===== src/rtl/dmem_store_buffer_if.sv =====
// dmem_store_buffer_if: store/load/memory signals between the MEM stage, the store buffer and data memory
//   slave  : the store buffer (drives st_ready, ld_*, mem_* controls, count, empty)
//   master : the pipeline/memory side (drives st_*, ld_valid/ld_addr, mem_rdata)
interface dmem_store_buffer_if #(
    parameter int DEPTH = 4,
    parameter int AW    = 16,
    parameter int DW    = 16
);
    localparam int CW = $clog2(DEPTH + 1);
    logic          st_valid;
    logic [AW-1:0] st_addr;
    logic [DW-1:0] st_data;
    logic          st_ready;
    logic          ld_valid;
    logic [AW-1:0] ld_addr;
    logic [DW-1:0] ld_data;
    logic          ld_fwd;
    logic          mem_read;
    logic          mem_write;
    logic [AW-1:0] mem_addr;
    logic [DW-1:0] mem_wdata;
    logic [DW-1:0] mem_rdata;
    logic [CW-1:0] count;
    logic          empty;
    modport slave (
        input  st_valid, st_addr, st_data, ld_valid, ld_addr, mem_rdata,
        output st_ready, ld_data, ld_fwd, mem_read, mem_write, mem_addr, mem_wdata, count, empty
    );
    modport master (
        output st_valid, st_addr, st_data, ld_valid, ld_addr, mem_rdata,
        input  st_ready, ld_data, ld_fwd, mem_read, mem_write, mem_addr, mem_wdata, count, empty
    );
endinterface


===== src/rtl/dmem_store_buffer.sv =====
// dmem_store_buffer: FIFO store buffer in front of single-port data memory with youngest-match load forwarding
//   clk  : clock, all state updates on posedge
//   rst  : asynchronous active-high reset, discards pending stores
//   sb   : slave modport of dmem_store_buffer_if (store port, load port, data memory port, count/empty)
module dmem_store_buffer #(
    parameter int DEPTH = 4,
    parameter int AW    = 16,
    parameter int DW    = 16
) (
    input logic               clk,
    input logic               rst,
    dmem_store_buffer_if.slave sb
);
    localparam int PW = $clog2(DEPTH);
    localparam int CW = $clog2(DEPTH + 1);
    logic [AW-1:0] addr_q [DEPTH];
    logic [DW-1:0] data_q [DEPTH];
    logic [PW-1:0] head_q, head_d, tail_q, tail_d, idx;
    logic [CW-1:0] count_q, count_d;
    logic          enq, drain, hit;
    logic [DW-1:0] fwd_data;
    assign sb.st_ready  = count_q < CW'(DEPTH);
    assign enq          = sb.st_valid && sb.st_ready;
    // loads own the port; drain only on load-free cycles, never while reset is held
    assign drain        = !rst && !sb.ld_valid && count_q != '0;
    assign sb.mem_read  = !rst && sb.ld_valid;
    assign sb.mem_write = drain;
    assign sb.mem_addr  = rst ? '0 : sb.ld_valid ? sb.ld_addr : drain ? addr_q[head_q] : '0;
    assign sb.mem_wdata = drain ? data_q[head_q] : '0;
    assign sb.ld_data   = (rst || !sb.ld_valid) ? '0 : hit ? fwd_data : sb.mem_rdata;
    assign sb.ld_fwd    = !rst && sb.ld_valid && hit;
    assign sb.count     = count_q;
    assign sb.empty     = count_q == '0;
    // scan oldest to youngest so the last match wins
    always_comb begin
        hit      = 1'b0;
        fwd_data = '0;
        idx      = '0;
        for (int i = 0; i < DEPTH; i++) begin
            idx = head_q + PW'(i);
            if (CW'(i) < count_q && addr_q[idx] == sb.ld_addr) begin
                hit      = 1'b1;
                fwd_data = data_q[idx];
            end
        end
    end
    assign head_d  = head_q + PW'(drain);
    assign tail_d  = tail_q + PW'(enq);
    assign count_d = count_q + CW'(enq) - CW'(drain);
    always_ff @(posedge clk or posedge rst) begin
        if (rst) begin
            head_q  <= '0;
            tail_q  <= '0;
            count_q <= '0;
        end else begin
            head_q  <= head_d;
            tail_q  <= tail_d;
            count_q <= count_d;
        end
    end
    always_ff @(posedge clk) begin
        if (enq) begin
            addr_q[tail_q] <= sb.st_addr;
            data_q[tail_q] <= sb.st_data;
        end
    end
endmodule


===== src/flat_wrapper.sv =====
// flat-port wrapper written by rule: the top's interface ports become plain ports
module dmem_store_buffer_flat 
#(
    parameter int DEPTH = 4,
    parameter int AW    = 16,
    parameter int DW    = 16
)
  (clk, rst, sb_st_valid, sb_st_addr, sb_st_data, sb_ld_valid, sb_ld_addr, sb_mem_rdata, sb_st_ready, sb_ld_data, sb_ld_fwd, sb_mem_read, sb_mem_write, sb_mem_addr, sb_mem_wdata, sb_count, sb_empty);
  dmem_store_buffer_if #(.DEPTH(DEPTH), .AW(AW), .DW(DW)) sb_i ();
  input logic clk;
  input logic rst;
  input wire logic [$bits(sb_i.st_valid)-1:0] sb_st_valid;
  input wire logic [$bits(sb_i.st_addr)-1:0] sb_st_addr;
  input wire logic [$bits(sb_i.st_data)-1:0] sb_st_data;
  input wire logic [$bits(sb_i.ld_valid)-1:0] sb_ld_valid;
  input wire logic [$bits(sb_i.ld_addr)-1:0] sb_ld_addr;
  input wire logic [$bits(sb_i.mem_rdata)-1:0] sb_mem_rdata;
  output wire logic [$bits(sb_i.st_ready)-1:0] sb_st_ready;
  output wire logic [$bits(sb_i.ld_data)-1:0] sb_ld_data;
  output wire logic [$bits(sb_i.ld_fwd)-1:0] sb_ld_fwd;
  output wire logic [$bits(sb_i.mem_read)-1:0] sb_mem_read;
  output wire logic [$bits(sb_i.mem_write)-1:0] sb_mem_write;
  output wire logic [$bits(sb_i.mem_addr)-1:0] sb_mem_addr;
  output wire logic [$bits(sb_i.mem_wdata)-1:0] sb_mem_wdata;
  output wire logic [$bits(sb_i.count)-1:0] sb_count;
  output wire logic [$bits(sb_i.empty)-1:0] sb_empty;
  assign sb_i.st_valid = sb_st_valid;
  assign sb_i.st_addr = sb_st_addr;
  assign sb_i.st_data = sb_st_data;
  assign sb_i.ld_valid = sb_ld_valid;
  assign sb_i.ld_addr = sb_ld_addr;
  assign sb_i.mem_rdata = sb_mem_rdata;
  assign sb_st_ready = sb_i.st_ready;
  assign sb_ld_data = sb_i.ld_data;
  assign sb_ld_fwd = sb_i.ld_fwd;
  assign sb_mem_read = sb_i.mem_read;
  assign sb_mem_write = sb_i.mem_write;
  assign sb_mem_addr = sb_i.mem_addr;
  assign sb_mem_wdata = sb_i.mem_wdata;
  assign sb_count = sb_i.count;
  assign sb_empty = sb_i.empty;
  dmem_store_buffer #(.DEPTH(DEPTH), .AW(AW), .DW(DW)) u_core (.clk(clk), .rst(rst), .sb(sb_i));
endmodule

===== config.mk =====
export PLATFORM = sky130hd
export DESIGN_NAME = dmem_store_buffer_flat
export DESIGN_NICKNAME = d
export VERILOG_FILES = /design/src/rtl/dmem_store_buffer_if.sv /design/src/rtl/dmem_store_buffer.sv /design/src/flat_wrapper.sv
export SDC_FILE = /design/constraint.sdc
export NUM_CORES = 1
export LEC_CHECK = 0
export ABC_AREA = 1
export CAP_MARGIN = 0
export CORE_MARGIN = 5
export CORE_UTILIZATION = 50
export DETAILED_ROUTE_END_ITERATION = 8
export GPL_ROUTABILITY_DRIVEN = 0
export HOLD_SLACK_MARGIN = 0.12
export MAX_ROUTING_LAYER = met4
export PLACE_DENSITY = 0.76
export REMOVE_ABC_BUFFERS = 1
export SLEW_MARGIN = 25
export SYNTH_ARGS = -nofsm -noshare
export SYNTH_HDL_FRONTEND = slang
export SYNTH_SLANG_ARGS = --single-unit

===== constraint.sdc =====
create_clock -name clk -period 8.9 [get_ports clk]
set_clock_uncertainty 0.05 [all_clocks]
set_input_delay 1.78 -clock clk [delete_from_list [all_inputs] [get_ports clk]]
set_output_delay 1.78 -clock clk [all_outputs]
set_load 0.01 [all_outputs]

[After elaboration in Yosys (flattened, before gate mapping)]
Memories as Yosys holds them, arrays and structs flattened.
Index checks and enable logic that the tools add are counted.
Word-level totals
  register bits after elaboration: 7
  bits in writable memories: 128
  input bits: 68
  output and inout port bits: 56
  logic and storage cells: 51
  memories: 2
Memories
  u_core.addr_q: words 4, width 16, rd ports 4, clocked after memory_dff 0, wr ports 1, RTL line dmem_store_buffer.sv:16  | logic [AW-1:0] addr_q [DEPTH];
  u_core.data_q: words 4, width 16, rd ports 4, clocked after memory_dff 0, wr ports 1, RTL line dmem_store_buffer.sv:17  | logic [DW-1:0] data_q [DEPTH];
Cells by class
  add/sub/neg operators: 7
  magnitude comparators: 5
  eq/ne operators: 4
  multiplexer cells: 16
  reductions and logical operators: 14
Operator list (count)
  16-bit 2-to-1 mux: 10
  16-bit == test: 4
  1-bit logical AND: 9
  1-bit by 3-bit < comparator with 1-bit output, first input constant: 2
  2-bit by 3-bit < comparator with 1-bit output, first input constant: 2
  1-bit 2-to-1 mux: 6
  2-bit by 1-bit adder with 2-bit output: 2
  2-bit adder, second input constant: 2
  3-bit by 1-bit adder with 3-bit output: 1
  3-bit zero test: 1
  3-bit < comparator, second input constant: 1
  3-bit nonzero test: 1
  3-bit by 1-bit subtractor with 3-bit output: 1
  2-bit by 1-bit adder with 2-bit output, second input constant: 1
  1-bit zero test: 2
  1-bit logical OR: 1

[Longest topological paths before layout]
Gate-level depths: netlist (run 1).
An unclocked memory read counts as a cell.
  word-level depth: 9
  mapped depth: 20
  gate-level depth less buffers: 16

[Least setup slack after synthesis (run 1)]
No wires, ideal clock.
  path kind: input to output
  start: input sb_ld_addr[1]
  end: output sb_ld_data[1]
  arrival: 3.011 ns
  required time: 7.070 ns
  setup slack: 4.059 ns
  stages: 13
  buffers on the path: 1
  cell sequence: inv_1 > nand3_1 > nand2_1 > nor2_1 > nand2_1 > nor2_1 > nand3_2 > buf_6 > nor2_2 > nand2_1 > nand2_1 > nand2_1 > a21oi_1
On the way
  longest elaborated chain between the ends: 8
  elaborated cells between the ends (all ways): 18
  classes of those cells: eq/ne (4); mux (10); reduce/logical (4)
Ends and longest elaborated chain
  start, declared: RTL line flat_wrapper.sv:16  | input wire logic [$bits(sb_i.ld_addr)-1:0] sb_ld_addr;
  16-bit == test: RTL line dmem_store_buffer.sv:41  | if (CW'(i) < count_q && addr_q[idx] == sb.ld_addr) begin
  1-bit logical AND: RTL line dmem_store_buffer.sv:41
  16-bit 2-to-1 mux or 1-bit 2-to-1 mux (tied branches) (4 in series): RTL line dmem_store_buffer.sv:41
  16-bit 2-to-1 mux * (2 in series): RTL line dmem_store_buffer.sv:30  | assign sb.ld_data = (rst || !sb.ld_valid) ? '0 : hit ? fwd_data : sb.mem_rdata;
  end, declared: RTL line flat_wrapper.sv:19  | output wire logic [$bits(sb_i.ld_data)-1:0] sb_ld_data;
Mark *: on every way between the ends. The rest lies on a longest branch, timed or not.

[Worst setup path after layout (run 1)]
  start: register u_core.head_q[0]
  end: output sb_ld_data[0]
On the way
  longest elaborated chain between the ends: 9
  elaborated cells between the ends (all ways): 23
  classes of those cells: add/sub (3); eq/ne (4); mux (10); reduce/logical (4); memory (2)
Ends and longest elaborated chain
  start, declared: RTL line dmem_store_buffer.sv:18  | logic [PW-1:0] head_q, head_d, tail_q, tail_d, idx;
  start signal, assigned: RTL line dmem_store_buffer.sv:52  | head_q <= '0;
  start signal, assigned: RTL line dmem_store_buffer.sv:56  | head_q <= head_d;
  2-bit by 1-bit adder with 2-bit output or memory read 4 x 16 bit (tied branches)
  memory read 4 x 16 bit or 16-bit == test (tied branches)
  16-bit == test or 1-bit logical AND (tied branches): RTL line dmem_store_buffer.sv:41
  1-bit logical AND (tied with other cells): RTL line dmem_store_buffer.sv:41
  16-bit 2-to-1 mux or 1-bit 2-to-1 mux (tied branches) (3 in series): RTL line dmem_store_buffer.sv:41
  16-bit 2-to-1 mux * (2 in series): RTL line dmem_store_buffer.sv:30
Marked as above.

==> results of run 1 <==
[metal layers]
layer  vias up  track usage, %
li1       4894               -
met1      4402            33.2
met2       402            40.2
met3        65            4.34
met4         0            9.52
met5         -               -
[through the flow]
stage                     power (uW)  hold WS, ps  setup slack [ps]
after floorplan                 2310          433               512
after global placement          2800          487              2050
after detailed placement        2860          526              1880
after CTS                       3590          538              1340
after global routing            3910          567              1180
final                           3600          533              1600
[registers in the layout (all words and copies together) (netlist names)]
name / flops
u_core.sb.count: 3
u_core.data_q: 64
u_core.tail_q: 2
u_core.head_q: 2
u_core.addr_q: 64
[layout make-up]
cell class | count | area [sq um] | area share [%]
clock buffer | 17 | 425 | 3.62
multi-input combinational | 1130 | 5000 | 42.6
clock inverter | 15 | 163 | 1.39
sequential | 135 | 4020 | 34.3
inverter | 126 | 475 | 4.05
timing repair buffer | 135 | 1320 | 11.3
tap | 265 | 332 | 2.82
[layout by cell type (no fill, tap or decap), drive strengths merged, types with 2 or more instances in the layout]
| cell | synthesis | routed |
|---|---|---|
| or2 | 16 | 16 |
| nor3 | 7 | 7 |
| ha | 6 | 6 |
| o21ai | 131 | 131 |
| clkinv | 1 | 4 |
| buf | 53 | 12 |
| edfxtp | 128 | 128 |
| mux2i | 4 | 4 |
| o22ai | 15 | 15 |
| nor2 | 134 | 134 |
| clkinvlp | 0 | 3 |
| bufinv | 0 | 2 |
| a21oi | 36 | 36 |
| dfrtp | 7 | 7 |
| nand3 | 123 | 123 |
| nand4 | 7 | 7 |
| nand2 | 634 | 634 |
| o211ai | 9 | 9 |
| clkdlybuf4s50 | 0 | 123 |
| inv | 125 | 132 |
| xor2 | 5 | 5 |
| clkbuf | 21 | 17 |
[report_power, final]
part / switching [uW] / internal, uW / leakage, uW / total (uW)
clock network: 295 / 418 / 0.000282 / 713
logic: 1340 / 651 / 0.00389 / 1990
registers: 94.2 / 807 / 0.00124 / 901
[cell families after synthesis]
group	synth area share (%)
compound gates	10.2
buf+inv	9.43
xor+xnor	0.442
fa+ha+maj	0.959
flops	40.5
mux	0.404
simple gates	38.0
[worst paths after layout]
path,to,slack (ps)
max in group asynchronous,u_core.head_q[0],6950
hold reg to reg,u_core.tail_q[1],530
min in group asynchronous,u_core.sb.count[1],1580
hold / removal,u_core.tail_q[1],530
setup reg to reg,u_core.data_q[2][6],6330
setup / recovery,sb_ld_data[0],1600
==> impl_metrics.toml, run 1 <==
[finish]
n_antenna_cell = 0
final_area_sq_um = 11700
drive_above_1_share_pct = 6.29
synthToLayoutAreaGrowth_pct = 18.4
post-route-util_pct = 60.3
num-nets-final = 1620
n_fill_cell = 1811
fin_cells = 1823

[clock_tree]
ctsHoldBuffers = 0
clock_sinks = 135
post_cts_resized = 0
cts_tree = "yes"
cts_buffers = 17
htreeDepth = 4
clock_latency_ps = 430
post-cts-setup-buffer-count = 0
cts-root-buf = "clkbuf_16"
clock_path_buffers = 2
cts.clk_slew.worst_paths_ps = 60

[timing]
relSlewSlack_pct = 32.6
rsz0062_at_grt = "no"
tightest_slew_ps = 1010
fmax_mhz = 137
setup_viol = 0
min_period_over_period_pct = 82.0
post-route-min-period_ps = 7300
setup_tns_ps = 0
slew_viol_final = 0
final_hold_viol_count = 0

[setup_path]
critPathTopFamily = "simple AND/OR/NAND/NOR gates"
startpoint = "u_core.head_q[0]"
reg2reg_depth = 4
cp_common_cell = "nand2_1"
end_kind = "output pin"
path_cells = "inv_4 -> nand2_1 -> nand2_4 -> nand2_1 -> nand2_1 -> a21oi_1 -> nand3_1 -> nor2_2 -> nand3_2 -> nand2_2 -> nor2_4 -> nor2_1 -> a21oi_1 -> clkdlybuf4s50_1"
cp_max_fo = 96
cp.required_ps = 7070
crit_cells = 14
cp_slowest_stage_delay_ps = 710
arrival_ps = 5470
start_kind = "flip-flop"
crit_buf_inv = 2
slowest_stage = "inv_4"
reg2reg_from = "u_core.sb.count[2]"
crit_type = "flip-flop to output pin"

[route]
wl_per_cell_um = 15.2
drtIter0Drc = 1006
antenna_left = 0
wl_met2_um = 12900
drc_errors = 0
met1_length_um = 12000
first_pass_iters = 6
topRoutingLayerUsed = "met4"
routed_via_density = 5.36
dr_wl_met3_um = 2060
routed_wirelength_um = 27800
vias = 9763

[floorplanning]
coreArea_sq_um = 19500
rows = 51
start_util_pct = 50.9
die_w_um = 151
dieArea_sq_um = 22700
top_level_ports = 124
fp.dieH_um = 151

[grt]
grt_pass1_vias = 9057
grt_pass1_wl_um = 44600
antenna_found_initial = 0
grt_max_degree = 114
grt.overflow.total = 0
grt_usage_pct = 25.5

[placement]
place_area_sq_um = 11100
dpl.hpwl_um = 18900
place.port_buffers = 123
dp.cells = 1791

[yosys]
syn_area_sq_um = 9910
yosysTopAreaCellShare_pct = 38.8
synth.avg_cell_area_sq_um = 6.77
synthTopCellsByArea = "edfxtp_1 (39%), nand2_1 (24%), nand3_1 (5.9%)"
synth_seq_cells = 135
synth-async-reset-ratio_pct = 5.19
synth_top_area_cell = "edfxtp_1"
ys_seq_area_share_pct = 40.5
syn-instance-count = 1465
yosysMostFrequentCell = "nand2_1"
ys.warnings.count = 0
yosysUniqueCellTypes = 33
synth-edff-count = 128
synthFlopType = "edfxtp_1"
yosys-top-cells-count = "nand2_1 (627), edfxtp_1 (128), inv_1 (122), nor2_1 (120), nand3_1 (117)"

[min_path]
holdPathStages = 1
hold_path_startpoint = "u_core.tail_q[1]"
hold_class = "flip-flop to flip-flop"

[pwr]
leakagePower_uw = 0.00541
vdd_drop_max_uv = 185
power_density_nw_per_um2 = 307

[status]
status = "finished, final reports clean"

[flow_run]
maxCapViolCount = 0
(Power assumes the default switching activity.)
==> run 2, diff against run 1 <==
- PLACE_DENSITY: 0.76 -> 0.79
- clock period: 8.9 -> 6.2 ns (I/O delays scaled with it)
==> run 2 against run 1 <==
Clock power rose by 64%. Combinational power up 50%. Sequential share of layout area down 0.53 points. Worst hold slack better by 43 ps. Final cell count is 0.49% higher. Power is 51% higher. Core utilization is 0.94 points higher. Clock-buffer cell count did not move. Setup slack worse by 1200 ps. Via count is 1.8% higher. Sequential power grew 43%. Critical endpoint is now sb_ld_data[14]. Largest cell class unchanged. Highest routed layer unchanged.
==> impl_metrics.toml, run 2 (synthesized netlist as in run 1, its figures left out) <==
[status]
status = "finished, final reports clean"

[floorplanning]
fp.dieH_um = 151
rows = 51
top_level_ports = 124
start_util_pct = 50.9
die_w_um = 151
dieArea_sq_um = 22700
coreArea_sq_um = 19500

[setup_path]
cp_common_cell = "nand2_1"
slowest_stage = "clkdlybuf4s50_1"
startpoint = "u_core.head_q[1]"
regToRegSetupSlack_ps = 3700
end_kind = "output pin"
critPathTopFamily = "simple AND/OR/NAND/NOR gates"
cp_slowest_stage_delay_ps = 600
reg2reg_from = "u_core.sb.count[2]"
crit_end = "sb_ld_data[14]"
cp.required_ps = 4910
crit_buf_inv = 4
crit_cells = 18
reg2reg_depth = 4
start_kind = "flip-flop"
arrival_ps = 4530
path_cells = "inv_2 -> nand2_1 -> nand2_2 -> buf_4 -> nand2_1 -> nand3_1 -> nand2_1 -> nor2_1 -> nand2_1 -> nor2_2 -> nand3_2 -> buf_4 -> nor2_1 -> nor2_1 -> nand2_1 -> nand2_1 -> a21oi_1 -> clkdlybuf4s50_1"
cp_max_fo = 34
crit_type = "flip-flop to output pin"
reg2reg_to = "u_core.data_q[3][8]"

[clock_tree]
cts_buffers = 17
ctsHoldBuffers = 0
post_cts_resized = 0
cts_tree = "yes"
clock_sinks = 135
clock_path_buffers = 2
cts.clk_slew.worst_paths_ps = 60
cts-root-buf = "clkbuf_16"
clock_latency_ps = 420
post-cts-setup-buffer-count = 0
htreeDepth = 4

[grt]
grt_max_degree = 137
grt_pass1_vias = 9282
grt.overflow.total = 0
grt_usage_pct = 26.0
antenna_found_initial = 0
grt_pass1_wl_um = 45200

[route]
drtIter0Drc = 896
first_pass_iters = 6
wl_per_cell_um = 15.8
routed_via_density = 5.42
routed_wirelength_um = 28900
vias = 9935
antenna_left = 0
drc_errors = 0

[finish]
drive_above_1_share_pct = 6.58
num-nets-final = 1628
synthToLayoutAreaGrowth_pct = 20.3
final_area_sq_um = 11900
regArea_sq_um = 4020
fin_cells = 1832
multiInputGateArea_sq_um = 5000
n_fill_cell = 1672
final_common_cell = "nand2_1"
final_cell_mix = "nand2_1 (626), edfxtp_1 (128), clkdlybuf4s50_1 (123)"

[pwr]
power_density_nw_per_um2 = 456
pwr-share-comb_pct = 54.8
leakagePower_uw = 0.00551
clkPwrFrac_pct = 21.5
switching_share_pct = 46.2
p_seq_share_pct = 23.7
power_uw = 5430
power.internal_uw = 2920
vdd_drop_max_uv = 301
p_sw_uw = 2510

[timing]
final_hold_viol_count = 0
rsz0062_at_grt = "no"
hold_slack_ps = 576
setup_viol = 0
slew_viol_final = 0
fmax_mhz = 172
relSlewSlack_pct = 47.4
post-route-min-period_ps = 5820
tightest_slew_ps = 787
min_period_over_period_pct = 93.9

[min_path]
hold_class = "flip-flop to flip-flop"

[flow_run]
maxCapViolCount = 0

[placement]
place_area_sq_um = 11200
dp.cells = 1799
dpl.hpwl_um = 19400
place.port_buffers = 123
run 2: cell types whose count changed in the layout (fill, tap and decap cells not counted), sizes merged:
cell      change
buf           +8
clkinv        +2
inv           -6
diode         +1
clkinvlp      -1
bufinv        +5
run 2: worst min-delay path by stage:
stage                           from               end  slack (ps)  cells past startpoint
floorplan           u_core.tail_q[1]  u_core.tail_q[1]         430                      1
global placement    u_core.tail_q[1]  u_core.tail_q[1]         480                      1
detailed placement  u_core.tail_q[1]  u_core.tail_q[1]         570                      1
CTS                 u_core.tail_q[1]  u_core.tail_q[1]         580                      1
global route        u_core.tail_q[1]  u_core.tail_q[1]         600                      1
finish              u_core.tail_q[1]  u_core.tail_q[1]         580                      1
run 2: layout make-up:
class,count,share of cell area (%)
inverter,126,3.99
clock inverter,15,2.14
timing repair buffer,143,11.8
tap,265,2.78
clock buffer,17,3.57
antenna,1,0.0210
multi-input combinational,1130,41.9
sequential,135,33.8
run 2: worst register-to-register path: stages, from the launching register on:
cell and delay [ps]:
dfrtp_1 400, inv_1 240, nand2_1 290, nor3_4 660, buf_4 500
run 2: power by group through the flow:
| stage | clock network, uW | registers [uW] | logic [uW] |
|---|---|---|---|
| finish | 1170 | 1290 | 2980 |
| global route | 1220 | 1300 | 3340 |
| CTS | 1170 | 1280 | 2930 |
| detailed placement | 0 | 1300 | 2890 |
| global placement | 0 | 1290 | 2810 |
| floorplan | 0 | 1380 | 1940 |
run 2: through the flow:
| stage | setup TNS (ps) | util (%) | setup WS (ps) |
|---|---|---|---|
| 6_report | 0 | 61.2 | 381 |
| 5_1_grt | 0 | 61.2 | 62.5 |
| 2_1_floorplan | -27770 | - | -1650 |
| 3_5_place_dp | 0 | 57.7 | 806 |
| 3_3_place_gp | 0 | 57.6 | 874 |
| 4_1_cts | 0 | 61.2 | 433 |
run 2: per-layer routing:
metal,GRT usage (%),vias up,wire length (um)
met5,-,-,0
met4,10.2,0,716
met3,3.89,61,2280
met2,43.8,456,14200
met1,31.8,4499,11700
li1,-,4919,-
==> run 3, diff against run 2 <==
- CORE_UTILIZATION: 50 -> 40
- PLACE_DENSITY: 0.79 -> 0.66
- TNS_END_PERCENT: default -> 5
==> run 3 against run 2 <==
Die area rose by 23%. Worst hold slack got worse by 56 ps. Combinational power barely moved. Global-route usage fell by 4.9 points. Via count fell by 2.6%. Clock-buffer cell count rose by 1. Critical path depth did not move. Core utilization fell by 12 points. Largest cell class unchanged. Flip-flop and latch count did not move. Non-clock buffer count fell by 1. Routed wire length rose by 0.99%.
==> impl_metrics.toml, run 3 (synthesized netlist as in run 1, its figures left out) <==
[timing]
slew_viol_final = 0
min_period_over_period_pct = 91.7
relSlewSlack_pct = 52.7
post-route-min-period_ps = 5690
rsz0062_at_grt = "no"
setup_viol = 0
fmax_mhz = 176
final_hold_viol_count = 0
tightest_slew_ps = 709
setup_tns_ps = 0

[pwr]
clkPwrFrac_pct = 20.3
switching_share_pct = 47.4
p_seq_share_pct = 23.7
power_density_nw_per_um2 = 445
power.internal_uw = 2790
power_uw = 5300
leakagePower_uw = 0.00546
vdd_drop_max_uv = 292
p_sw_uw = 2510
pwr-share-comb_pct = 56.0

[route]
first_pass_iters = 6
vias = 9681
drc_errors = 0
wl_per_cell_um = 15.4
routed_via_density = 5.12
antenna_left = 0
routed_wirelength_um = 29100
drtIter0Drc = 778

[clock_tree]
cts_tree = "yes"
cts.clk_slew.worst_paths_ps = 60
clock_latency_ps = 430
cts_buffers = 17
ctsHoldBuffers = 0
cts-root-buf = "clkbuf_16"
post-cts-setup-buffer-count = 0
htreeDepth = 4
clock_sinks = 135
clock_path_buffers = 2

[floorplanning]
rows = 57
top_level_ports = 124
fp.dieH_um = 167
start_util_pct = 40.6
dieArea_sq_um = 28000
die_w_um = 167
coreArea_sq_um = 24400

[min_path]
holdPathStages = 1
hold_class = "flip-flop to flip-flop"

[setup_path]
crit_type = "flip-flop to output pin"
cp.required_ps = 4910
end_kind = "output pin"
cp_slowest_stage_delay_ps = 620
cp_max_fo = 55
crit_cells = 18
start_kind = "flip-flop"
slowest_stage = "dfrtp_4"
crit_buf_inv = 6
path_cells = "inv_4 -> buf_6 -> nand2_1 -> nand2_1 -> inv_1 -> nand2_1 -> nand3_1 -> nand2_1 -> inv_1 -> nand3_1 -> nor2_1 -> nand3_1 -> nand2_2 -> nor2_4 -> buf_4 -> nor2_1 -> a21oi_1 -> clkdlybuf4s50_1"
critPathTopFamily = "buffers and inverters"
reg2reg_depth = 9
arrival_ps = 4400
cp_common_cell = "nand2_1"

[placement]
place_area_sq_um = 11300
dpl.hpwl_um = 19100
place.port_buffers = 123

[grt]
grt.overflow.total = 0
grt_max_degree = 141
antenna_found_initial = 1
grt_usage_pct = 21.2
grt_pass1_vias = 9213
grt_pass1_wl_um = 46300

[finish]
multiInputGateArea_sq_um = 4990
synthToLayoutAreaGrowth_pct = 20.2
regArea_sq_um = 4020
n_fill_cell = 2418
drive_above_1_share_pct = 6.65
post-route-util_pct = 48.9
final_common_cell = "nand2_1"
final_cell_mix = "nand2_1 (626), edfxtp_1 (128), clkdlybuf4s50_1 (123)"
final_area_sq_um = 11900
num-nets-final = 1627

[flow_run]
maxCapViolCount = 0

[status]
status = "finished, final reports clean"
[run 3: path summary, 6_finish.rpt]
kind,slack (ps),startpoint,end
setup / recovery,510,u_core.head_q[0],sb_ld_data[2]
max in group asynchronous,4770,rst,u_core.head_q[0]
hold / removal,520,u_core.tail_q[1],u_core.tail_q[1]
min in group asynchronous,1050,rst,u_core.sb.count[0]
setup reg to reg,3950,u_core.sb.count[1],u_core.sb.count[2]
hold reg to reg,520,u_core.tail_q[1],u_core.tail_q[1]
[run 3: final cells by class]
cell class                      instances  share of cell area (%)
Multi-Input combinational cell       1130                    41.9
Sequential cell                       135                    33.8
Timing Repair Buffer                  142                    11.7
Inverter                              126                    3.99
Clock buffer                           18                    3.60
Tap cell                              324                    3.40
Clock inverter                         14                    1.66
Antenna cell                            1                  0.0210
[run 3: timing repair]
| action | in CTS | in global routing |
|---|---|---|
| setup endpoints to repair | 0 | 7 |
| hold endpoints to repair | 0 | 0 |
| gates resized for setup | 0 | 3 |
[run 3: routing by layer]
| metal | part of all wire (%) | up-vias | track usage [%] |
|---|---|---|---|
| met1 | 44 | 4395 | 26.8 |
| met3 | 5.7 | 63 | 3.32 |
| li1 | - | 4914 | - |
| met2 | 47 | 309 | 34.1 |
| met5 | 0 | - | - |
| met4 | 3.2 | 0 | 8.65 |
[run 3: power by group through the flow]
stage	registers, uW	clock network [uW]	logic [uW]
3_3_place_gp	1270	0	2870
2_1_floorplan	1380	0	1940
4_1_cts	1260	1090	2940
5_1_grt	1280	1130	3360
6_report	1260	1080	2970
3_5_place_dp	1280	0	2920
[run 3: metrics by stage]
step,worst slack (ps),hold slack [ps],std cells
after floorplan,-1650,433,1391
after global placement,834,493,1857
after detailed placement,782,532,1857
after CTS,338,545,1889
after global routing,172,572,1890
final,513,520,1890
